<file path="src/rtl/mul16_share_arbiter.sv">
// -----------------------------------------------------------------------------
// mul16_share_arbiter
//
// Two requesters share a single 16x16 multiplier (radix-4 Booth partial
// products reduced by a Wallace carry-save tree). A round-robin arbiter picks
// one request per cycle into stage 1. The multiplier is fed only from the
// stage-1 registers, and stage 2 registers the product as the response.
// Result latency is 2 cycles. Throughput is one result per cycle while the
// consumer is ready.
//
// Configuration macro:
//   MUL16_ARB_FIXED_PRIO_EN  defined   -> requester 0 always wins and there is
//                                         no last-grant pointer.
//                            undefined -> round-robin on a 1-bit last-grant
//                                         pointer (the default build).
//
// Ports (mul16_share_arbiter):
//   clk          clock; every state change happens on its rising edge
//   rst          synchronous active-high reset
//   req_valid    [1:0] per-requester request valid
//   req_ready    [1:0] per-requester accept (at most one bit high)
//   req_signed0/1  1 = signed operands, 0 = unsigned
//   req_a0/1     [15:0] multiplicand
//   req_b0/1     [15:0] multiplier
//   rsp_valid    result available
//   rsp_ready    consumer takes the result
//   rsp_id       requester that owns the result
//   rsp_data     [31:0] product
//   op_count     [CNT_W-1:0] accepted requests, saturating at all-ones
// -----------------------------------------------------------------------------

// Combinational 16x16 multiplier. It handles signed and unsigned operands.
//   sgn   1 = both operands are two's complement
//   a, b  operands
//   p     low 32 bits of the product. This is the exact product in both modes.
module mul16_booth_wallace (
  input  logic        sgn,
  input  logic [15:0] a,
  input  logic [15:0] b,
  output logic [31:0] p
);

  typedef struct packed {
    logic [31:0] s;
    logic [31:0] c;
  } csa_t;

  // One 3:2 compressor row. The carry vector is already shifted into place.
  function automatic csa_t csa(input logic [31:0] x, input logic [31:0] y,
                               input logic [31:0] z);
    csa_t r;
    r.s = x ^ y ^ z;
    r.c = ((x & y) | (x & z) | (y & z)) << 1;
    return r;
  endfunction

  // Each operand is extended by one sign or zero bit, which makes it a 17-bit
  // signed value. The whole datapath then works modulo 2^32, because only the
  // low 32 product bits are kept.
  logic [31:0] x_ext;
  logic [18:0] y_pad;      // multiplier with the implicit y[-1] = 0 at bit 0
  logic [2:0]  trip;
  logic [31:0] mag;
  logic        neg;
  logic [31:0] neg_row;
  logic [31:0] pp [10];

  // NOTE: give every variable written in always_comb a value before any
  // branch. If a path leaves a variable unassigned, synthesis infers a latch.
  always_comb begin
    x_ext   = {{16{sgn & a[15]}}, a};
    y_pad   = {{2{sgn & b[15]}}, b, 1'b0};
    trip    = '0;
    mag     = '0;
    neg     = 1'b0;
    neg_row = '0;
    for (int j = 0; j < 9; j++) begin
      trip = y_pad[2*j +: 3];
      unique case (trip)
        3'b001, 3'b010, 3'b101, 3'b110: mag = x_ext;
        3'b011, 3'b100:                 mag = x_ext << 1;
        default:                        mag = '0;
      endcase
      // A negative digit uses the inverted magnitude plus a hot one at bit 2j.
      // The hot ones for all digits are collected in a tenth row, so no
      // per-row adder is needed.
      neg = trip[2] & ~(trip[1] & trip[0]);
      pp[j] = (neg ? ~mag : mag) << (2 * j);
      neg_row[2*j] = neg;
    end
    pp[9] = neg_row;
  end

  // Wallace reduction of the 10 rows, in levels of 7, 5, 4, 3 and 2 rows.
  csa_t l1_0, l1_1, l1_2, l2_0, l2_1, l3, l4, l5;

  assign l1_0 = csa(pp[0], pp[1], pp[2]);
  assign l1_1 = csa(pp[3], pp[4], pp[5]);
  assign l1_2 = csa(pp[6], pp[7], pp[8]);

  assign l2_0 = csa(l1_0.s, l1_0.c, l1_1.s);
  assign l2_1 = csa(l1_1.c, l1_2.s, l1_2.c);

  assign l3 = csa(l2_0.s, l2_0.c, l2_1.s);
  assign l4 = csa(l3.s, l3.c, l2_1.c);
  assign l5 = csa(l4.s, l4.c, pp[9]);

  assign p = l5.s + l5.c;

endmodule

module mul16_share_arbiter #(
  parameter int CNT_W = 16
) (
  input  logic             clk,
  input  logic             rst,
  input  logic [1:0]       req_valid,
  output logic [1:0]       req_ready,
  input  logic             req_signed0,
  input  logic             req_signed1,
  input  logic [15:0]      req_a0,
  input  logic [15:0]      req_a1,
  input  logic [15:0]      req_b0,
  input  logic [15:0]      req_b1,
  output logic             rsp_valid,
  input  logic             rsp_ready,
  output logic             rsp_id,
  output logic [31:0]      rsp_data,
  output logic [CNT_W-1:0] op_count
);

  // Stage 1: the accepted operation, which feeds the shared multiplier.
  logic        s1_valid;
  logic        s1_id;
  logic        s1_signed;
  logic [15:0] s1_a;
  logic [15:0] s1_b;

`ifndef MUL16_ARB_FIXED_PRIO_EN
  logic        lg;          // last granted requester
`endif

  logic        s1_free;     // stage 1 can take a new operation this cycle
  logic        s1_adv;      // stage 1 moves into stage 2 this cycle
  logic [1:0]  grant;
  logic        accept;
  logic        acc_id;
  logic [31:0] product;

  // Stage 1 is free if it is empty, or if its entry moves on at this edge.
  // An entry moves on when stage 2 is empty or is being drained.
  assign s1_free = !s1_valid || !rsp_valid || rsp_ready;
  assign s1_adv  = s1_valid && (!rsp_valid || rsp_ready);

  // The grant uses only registered state, req_valid and rst. It never uses
  // the product.
  always_comb begin
    grant = 2'b00;
    if (!rst && s1_free) begin
`ifdef MUL16_ARB_FIXED_PRIO_EN
      if (req_valid[0])      grant = 2'b01;
      else if (req_valid[1]) grant = 2'b10;
`else
      if (req_valid == 2'b11) grant = lg ? 2'b01 : 2'b10;
      else                    grant = req_valid;
`endif
    end
  end

  assign req_ready = grant;
  assign accept    = |grant;
  assign acc_id    = grant[1];

  // The only multiplier instance. Its inputs come only from stage-1 registers.
  mul16_booth_wallace u_mul (
    .sgn (s1_signed),
    .a   (s1_a),
    .b   (s1_b),
    .p   (product)
  );

  // Control state and response registers.
  // NOTE: sequential state is written only with non-blocking assignments
  // (<=). All registers then update together at the edge, and the order of
  // the statements does not matter.
  always_ff @(posedge clk) begin
    if (rst) begin
      s1_valid  <= 1'b0;
      rsp_valid <= 1'b0;
      rsp_id    <= 1'b0;
      rsp_data  <= '0;
      op_count  <= '0;
`ifndef MUL16_ARB_FIXED_PRIO_EN
      lg        <= 1'b1;    // requester 0 wins the first contested cycle
`endif
    end else begin
      if (accept)      s1_valid <= 1'b1;
      else if (s1_adv) s1_valid <= 1'b0;

      // Stage 2 loads from stage 1, or clears when its result is taken.
      // During a stall nothing here changes, so the response stays stable.
      if (s1_adv) begin
        rsp_valid <= 1'b1;
        rsp_id    <= s1_id;
        rsp_data  <= product;
      end else if (rsp_ready) begin
        rsp_valid <= 1'b0;
      end

      if (accept && (op_count != {CNT_W{1'b1}})) op_count <= op_count + 1'b1;

`ifndef MUL16_ARB_FIXED_PRIO_EN
      if (accept) lg <= acc_id;
`endif
    end
  end

  // Stage-1 payload.
  // NOTE: the payload registers are deliberately left out of reset.
  // s1_valid qualifies them, so their value after reset is never observed.
  always_ff @(posedge clk) begin
    if (accept) begin
      s1_id     <= acc_id;
      s1_signed <= acc_id ? req_signed1 : req_signed0;
      s1_a      <= acc_id ? req_a1 : req_a0;
      s1_b      <= acc_id ? req_b1 : req_b0;
    end
  end

endmodule

</file>
<file path="config.mk">
export PLATFORM = sky130hd
export DESIGN_NAME = mul16_share_arbiter
export DESIGN_NICKNAME = d
export VERILOG_FILES = /design/src/rtl/mul16_share_arbiter.sv
export SDC_FILE = /design/constraint.sdc
export NUM_CORES = 1
export LEC_CHECK = 0
export BUFFER_PORTS_ARGS = -buffer_cell sky130_fd_sc_hd__buf_4
export CAP_MARGIN = 15
export CORE_ASPECT_RATIO = 0.8
export CORE_MARGIN = 5
export CORE_UTILIZATION = 67
export CTS_CLUSTER_DIAMETER = 60
export DETAILED_ROUTE_END_ITERATION = 8
export PLACE_DENSITY = 0.89
export SYNTH_ARGS = -nofsm -noshare
export SYNTH_HDL_FRONTEND = slang
export SYNTH_HIERARCHICAL = 1
export SYNTH_SLANG_ARGS = --single-unit
</file>
<file path="constraint.sdc">
create_clock -name clk -period 9.7 [get_ports clk]
set_input_delay 0.485 -clock clk [delete_from_list [all_inputs] [get_ports clk]]
set_output_delay 0.485 -clock clk [all_outputs]
set_load 0.05 [all_outputs]
</file>
==> results of run 1 <==
[layer usage]
metal	global-route usage [%]	part of all wire, %	up-vias
met1	37.67	39	4904
met2	49.29	46	627
li1	-	-	4539
met3	8.241	11	135
met5	0	0	-
met4	14.82	4.7	0
[metrics by stage]
step / area (um2) / utilization [%] / hold slack, ps / std cells
2_1_floorplan: 12060 / - / 450.0 / 1318
3_3_place_gp: 12990 / 74.28 / 444.5 / 1583
3_5_place_dp: 12990 / 74.28 / 450.1 / 1583
4_1_cts: 13290 / 75.99 / 405.5 / 1599
5_1_grt: 13320 / 76.15 / 409.5 / 1600
6_report: 13320 / 76.15 / 414.4 / 1600
[area by class of cell]
cell class / count / area [um2]
multi-input cells: 977 / 9027
clock inverters: 7 / 73.82
flip-flops and latches: 86 / 2062
clock buffers: 9 / 225.2
repair buffers: 137 / 1049
well taps: 225 / 281.5
fillers: 1173 / 4170
inverters: 159 / 596.8
[flip-flops by register name, indices dropped and copies added, names as in the netlist]
signal,count
s1_a,16
rsp_data,32
lg,1
rsp_id,1
s1_b,16
s1_valid,1
s1_id,1
op_count,16
rsp_valid,1
s1_signed,1
[cells in the final DEF (no fill, tap or decap), types with 6 or more instances in the layout]
cell	Yosys	layout
ha_1	87	87
o21ai_0	45	45
dfxtp_1	52	52
clkbuf_16	0	9
a221oi_1	7	7
buf_4	0	136
inv_1	159	159
mux2_2	42	42
a21o_1	14	14
mux2i_1	19	19
a21oi_1	63	63
nand4_1	6	6
and2_1	12	12
nand3_1	12	12
nand2_1	109	109
nor2b_1	11	11
a31oi_1	11	11
a22o_1	13	13
xnor2_1	105	105
fa_1	135	135
nand2b_1	10	10
xor2_1	52	52
edfxtp_1	34	34
nor2_1	40	37
a22oi_1	99	99
nor3_1	8	8
[kinds of logic (layout without fill, tap and decap cells)]
family / after synthesis / count (layout) / share of synthesized area [%]
simple gates: 247 / 247 / 10.01
flops: 86 / 86 / 17.10
xor+xnor: 157 / 157 / 11.41
mux: 65 / 65 / 5.874
buf+inv: 255 / 312 / 8.075
other cells: 1 / 1 / 0.03111
fa+ha+maj: 222 / 222 / 31.45
compound gates: 285 / 285 / 16.06
[Yosys cell counts (7+ instances only)]
master | count | area share (%)
inv_1 | 159 | 5.0
fa_1 | 135 | 22
nand2_1 | 109 | 3.4
xnor2_1 | 105 | 7.6
a22oi_1 | 99 | 6.2
ha_1 | 87 | 9.0
clkbuf_1 | 77 | 2.4
a21oi_1 | 63 | 2.6
dfxtp_1 | 52 | 8.6
xor2_1 | 52 | 3.8
o21ai_0 | 45 | 1.9
mux2_2 | 42 | 3.9
nor2_1 | 40 | 1.2
edfxtp_1 | 34 | 8.5
mux2i_1 | 19 | 1.6
a21o_1 | 14 | 0.87
a22o_1 | 13 | 0.94
and2_1 | 12 | 0.62
nand3_1 | 12 | 0.50
a31oi_1 | 11 | 0.57
buf_1 | 11 | 0.34
nor2b_1 | 11 | 0.57
nand2b_1 | 10 | 0.52
nor3_1 | 8 | 0.33
a221oi_1 | 7 | 0.51
buf_2 | 7 | 0.29
[path summary, 6_finish.rpt]
| check | start | end | cells past startpoint |
|---|---|---|---|
| worst min-delay path | req_a0[6] | s1_a[6]$_DFFE_PP_ | 2 |
| worst max register to register | s1_b[5]$_DFFE_PP_ | rsp_data[23]$_SDFFE_PP0P_ | 22 |
| worst min register to register | rsp_data[29]$_SDFFE_PP0P_ | rsp_data[29]$_SDFFE_PP0P_ | 2 |
| worst max-delay path | s1_b[5]$_DFFE_PP_ | rsp_data[23]$_SDFFE_PP0P_ | 22 |
==> flow_summary.ini, run 1 <==
[outcome]
outcome = finished clean

[worst_setup_path]
rrSetupSlack_ps = 2290
slowest_delay_ps = 1000
worstPathRequired_ps = 9980
start_kind = flop
crit_type = flop to flop
cp_top_family = adder cells
end_kind = flop
worstPathMaxFanout = 23
worstPathArrival_ps = 7690
crit_chain = inv_1 > ha_1 > mux2_1 > a22oi_1 > xnor2_1 > fa_1 > inv_1 > fa_1 > fa_1 > fa_1 > fa_1 > inv_1 > ha_1 > and4_1 > and2_2 > a32o_1 > a211oi_2 > o21ai_0 > a31oi_1 > xnor2_1 > nand2_1 > a21oi_1
crit_top_cell = fa_1
cp_num_buf_inv = 3
slowest_stage = edfxtp_1

[job]
cap_violations = 0

[timing]
rsz0062_at_grt = no
period_share_pct = 76.35
finalHoldViolations = 0
worst_slack_ps = 2294
finClkSkew_ps = 14.70
worstMarginPinSlew_ps = 1176
slew_violations = 0
slew_headroom_pct = 21.54
tns_ps = 0
fmax_mhz = 135.0
setup_violations = 0
min_period_ps = 7406

[clock_network]
clk_latency_ps = 370
cts_hold_repair.buffers = 0
path_clk_slew_ps = 80
cts_tree = done
cts_buffers = 9
root_buffer = clkbuf_16
cts.path.max_buffers = 2
cts.repair.resized = 0
clock_sinks = 86
cts_htree_levels = 3
postCtsSetupRepairBufs = 0

[floorplan]
core_area_um2 = 17490
die_area_um2 = 20790
die_h_um = 130.0
pin_count = 123
die_w_um = 160.0
row_count = 43
initial_core_util_pct = 68.94

[grt]
grt_usage_pct = 30.20
grt_max_degree = 64
gr-total-overflow = 0
grt_pass1_wl_um = 50810
grt_pass1_vias = 10434
antenna_found_initial = 0

[logic_synthesis]
synth_area_per_cell_um2 = 9.147
synth_area_um2 = 12060
ys_async_sr_fraction_pct = 0
ys.flop_type = dfxtp_1
syn_inst = 1318
synth_edf_count = 34
ys_warn_count = 6
ys_types = 70
seq_area_frac_synth_pct = 17.10
syn_nets = 1611
yosys_register_bits = 86

[route]
drtIter0Drc = 1049
wirelength_um = 31010
vias_per_cell = 6.378
vias = 10205
drc = 0
first_pass_iters = 9
drtAntennaViolNets = 0
avgRoutedWirePerCell_um = 19.38

[cells_and_area]
area_delta_synth_final_pct = 10.45
layout.nets = 1663
diodes = 0
drive_above_1_share_pct = 15.56

[placement]
place_congestion = 0.9340
post-dp-hpwl_um = 23310
post-place-ws_ps = 2382
portBuffers = 122

[min_path]
hold_path_class = primary input to flop
Power of run 1 is not shown: default switching activity piles up to over one toggle a cycle in this logic, so the estimate is an artifact.
==> run 2, diff against run 1 <==
CORE_UTILIZATION = 56   (was 67)
PLACE_DENSITY = 0.79   (was 0.89)
clock period = 6.3 ns   (was 9.7 ns; I/O delays follow)
==> run 2 against run 1 <==
Register-to-register slack got worse by 2200 ps. Flip-flop and latch count did not move. Largest cell class unchanged. Final area increased by 8.5%. Maximum frequency rose by 20%. Die area rose by 18%. Final cell count up 8.8%. First-iteration DRC count is 29% lower. Critical path type unchanged. Sequential share of layout area shrank 1.2 points. Clock skew about the same. Utilization down 8.6 points.
==> flow_summary.ini, run 2 (synthesis results as in run 1) <==
[outcome]
outcome = finished clean

[cells_and_area]
diodes = 0
layout.nets = 1754
largest_reg_flops = 32
drive_above_1_share_pct = 24.97
final_util_pct = 67.60
largest-register = rsp_data
final_cell_mix = buf_4, inv_1, fa_1
seqCellArea_um2 = 2062
n_fill_cell = 1696
area_delta_synth_final_pct = 19.89
multi_input_area_um2 = 9360
mostFrequentLayoutCell = buf_4

[clock_network]
clk_latency_ps = 370
clock_sinks = 86
cts_htree_levels = 3
cts_tree = done
path_clk_slew_ps = 80
cts_buffers = 9
root_buffer = clkbuf_16
cts_hold_repair.buffers = 0
cts.path.max_buffers = 2

[grt]
grt_max_degree = 64
grt_usage_pct = 25.79
grt_pass1_wl_um = 51270
antenna_found_initial = 0
gr-total-overflow = 0
grt_pass1_vias = 10020

[route]
first_pass_iters = 6
wirelength_um = 32890
vias_per_cell = 5.946
drc = 0
drtIter0Drc = 745
avgRoutedWirePerCell_um = 18.89
drtAntennaViolNets = 0
vias = 10352

[floorplan]
core_area_um2 = 21380
pin_count = 123
die_area_um2 = 24580
die_w_um = 174.0
initial_core_util_pct = 56.38
row_count = 48
die_h_um = 141.2

[timing]
fmax_mhz = 162.4
setup_violations = 0
slew_headroom_pct = 23.81
worstMarginPinSlew_ps = 1140
slew_violations = 0
period_share_pct = 97.77
finalHoldViolations = 0
tns_ps = 0
finClkSkew_ps = 14.28
min_period_ps = 6159

[min_path]
min_to = s1_a[7]$_DFFE_PP_
hp-start = req_a0[7]
holdPathStages = 2
hold_path_class = primary input to flop

[placement]
portBuffers = 122
post-dp-hpwl_um = 24780
place_congestion = 0.9855

[worst_setup_path]
slowest_stage = edfxtp_1
start_kind = flop
worstPathArrival_ps = 6450
crit_top_cell = fa_1
crit_type = flop to flop
worstPathRequired_ps = 6590
worstPathMaxFanout = 7
rrSetupSlack_ps = 140
reg2reg_depth = 23
r2r_end = rsp_data[30]$_SDFFE_PP0P_
r2r-start = s1_b[5]$_DFFE_PP_
slowest_delay_ps = 510
cp_num_buf_inv = 3
cp_top_family = adder cells
crit_chain = inv_2 > ha_4 > mux2_4 > buf_4 > a22oi_1 > xor2_1 > fa_1 > fa_1 > fa_1 > inv_1 > ha_1 > fa_1 > ha_4 > nand3_1 > or2_2 > o211ai_1 > a221o_1 > a31oi_2 > a21oi_1 > nor2_1 > xnor2_1 > nand2_1 > a21oi_2
end_kind = flop

[job]
cap_violations = 0
-- run 2: cell types whose count changed in the layout (fill, tap and decap cells not counted), sizes merged --
cell,previous run,this run
clkinv,2,1
clkbuf,9,10
inv,164,163
clkinvlp,0,1
buf,137,228
-- run 2: area by class of cell --
class                   instances  area share [%]
clock buffers                  10           1.731
clock inverters                 6          0.4069
inverters                     159           4.130
multi-input cells             977           64.77
flip-flops and latches         86           14.27
well taps                     275           2.381
repair buffers                228           12.32
-- run 2: per-stage QoR --
stage	setup WS [ps]	hold WS, ps	std cells	instance area, um2
2_1_floorplan	9.837	450.0	1318	12070
3_3_place_gp	57.58	444.6	1710	13670
3_5_place_dp	-89.32	447.9	1710	13670
4_1_cts	24.20	237.1	1726	13980
5_1_grt	-96.48	244.9	1741	14450
6_report	140.5	244.0	1741	14450
-- run 2: layer usage --
metal / vias to the layer above / GRT usage, % / routed length, um
li1: 4729 / - / -
met4: 0 / 8.330 / 874
met5: - / 0 / 0
met1: 5108 / 35.04 / 13730
met3: 76 / 5.228 / 2588
met2: 439 / 41.78 / 15700
-- run 2: timing repair --
item                                    CTS  global route
gates resized for setup                   6            75
endpoints found under the setup margin    8            11
pin swaps                                 0            47
setup buffers                             0            14
-- run 2: worst max path at each step --
stage,start,end,cells after the start
6_report,s1_b[5]$_DFFE_PP_,rsp_data[30]$_SDFFE_PP0P_,23
5_1_grt,s1_b[5]$_DFFE_PP_,rsp_data[30]$_SDFFE_PP0P_,23
2_1_floorplan,s1_b[5]$_DFFE_PP_,rsp_data[31]$_SDFFE_PP0P_,25
4_1_cts,s1_b[9]$_DFFE_PP_,rsp_data[31]$_SDFFE_PP0P_,23
3_5_place_dp,s1_b[9]$_DFFE_PP_,rsp_data[23]$_SDFFE_PP0P_,23
3_3_place_gp,s1_b[9]$_DFFE_PP_,rsp_data[23]$_SDFFE_PP0P_,23
Power of run 2 is left out for the same reason.
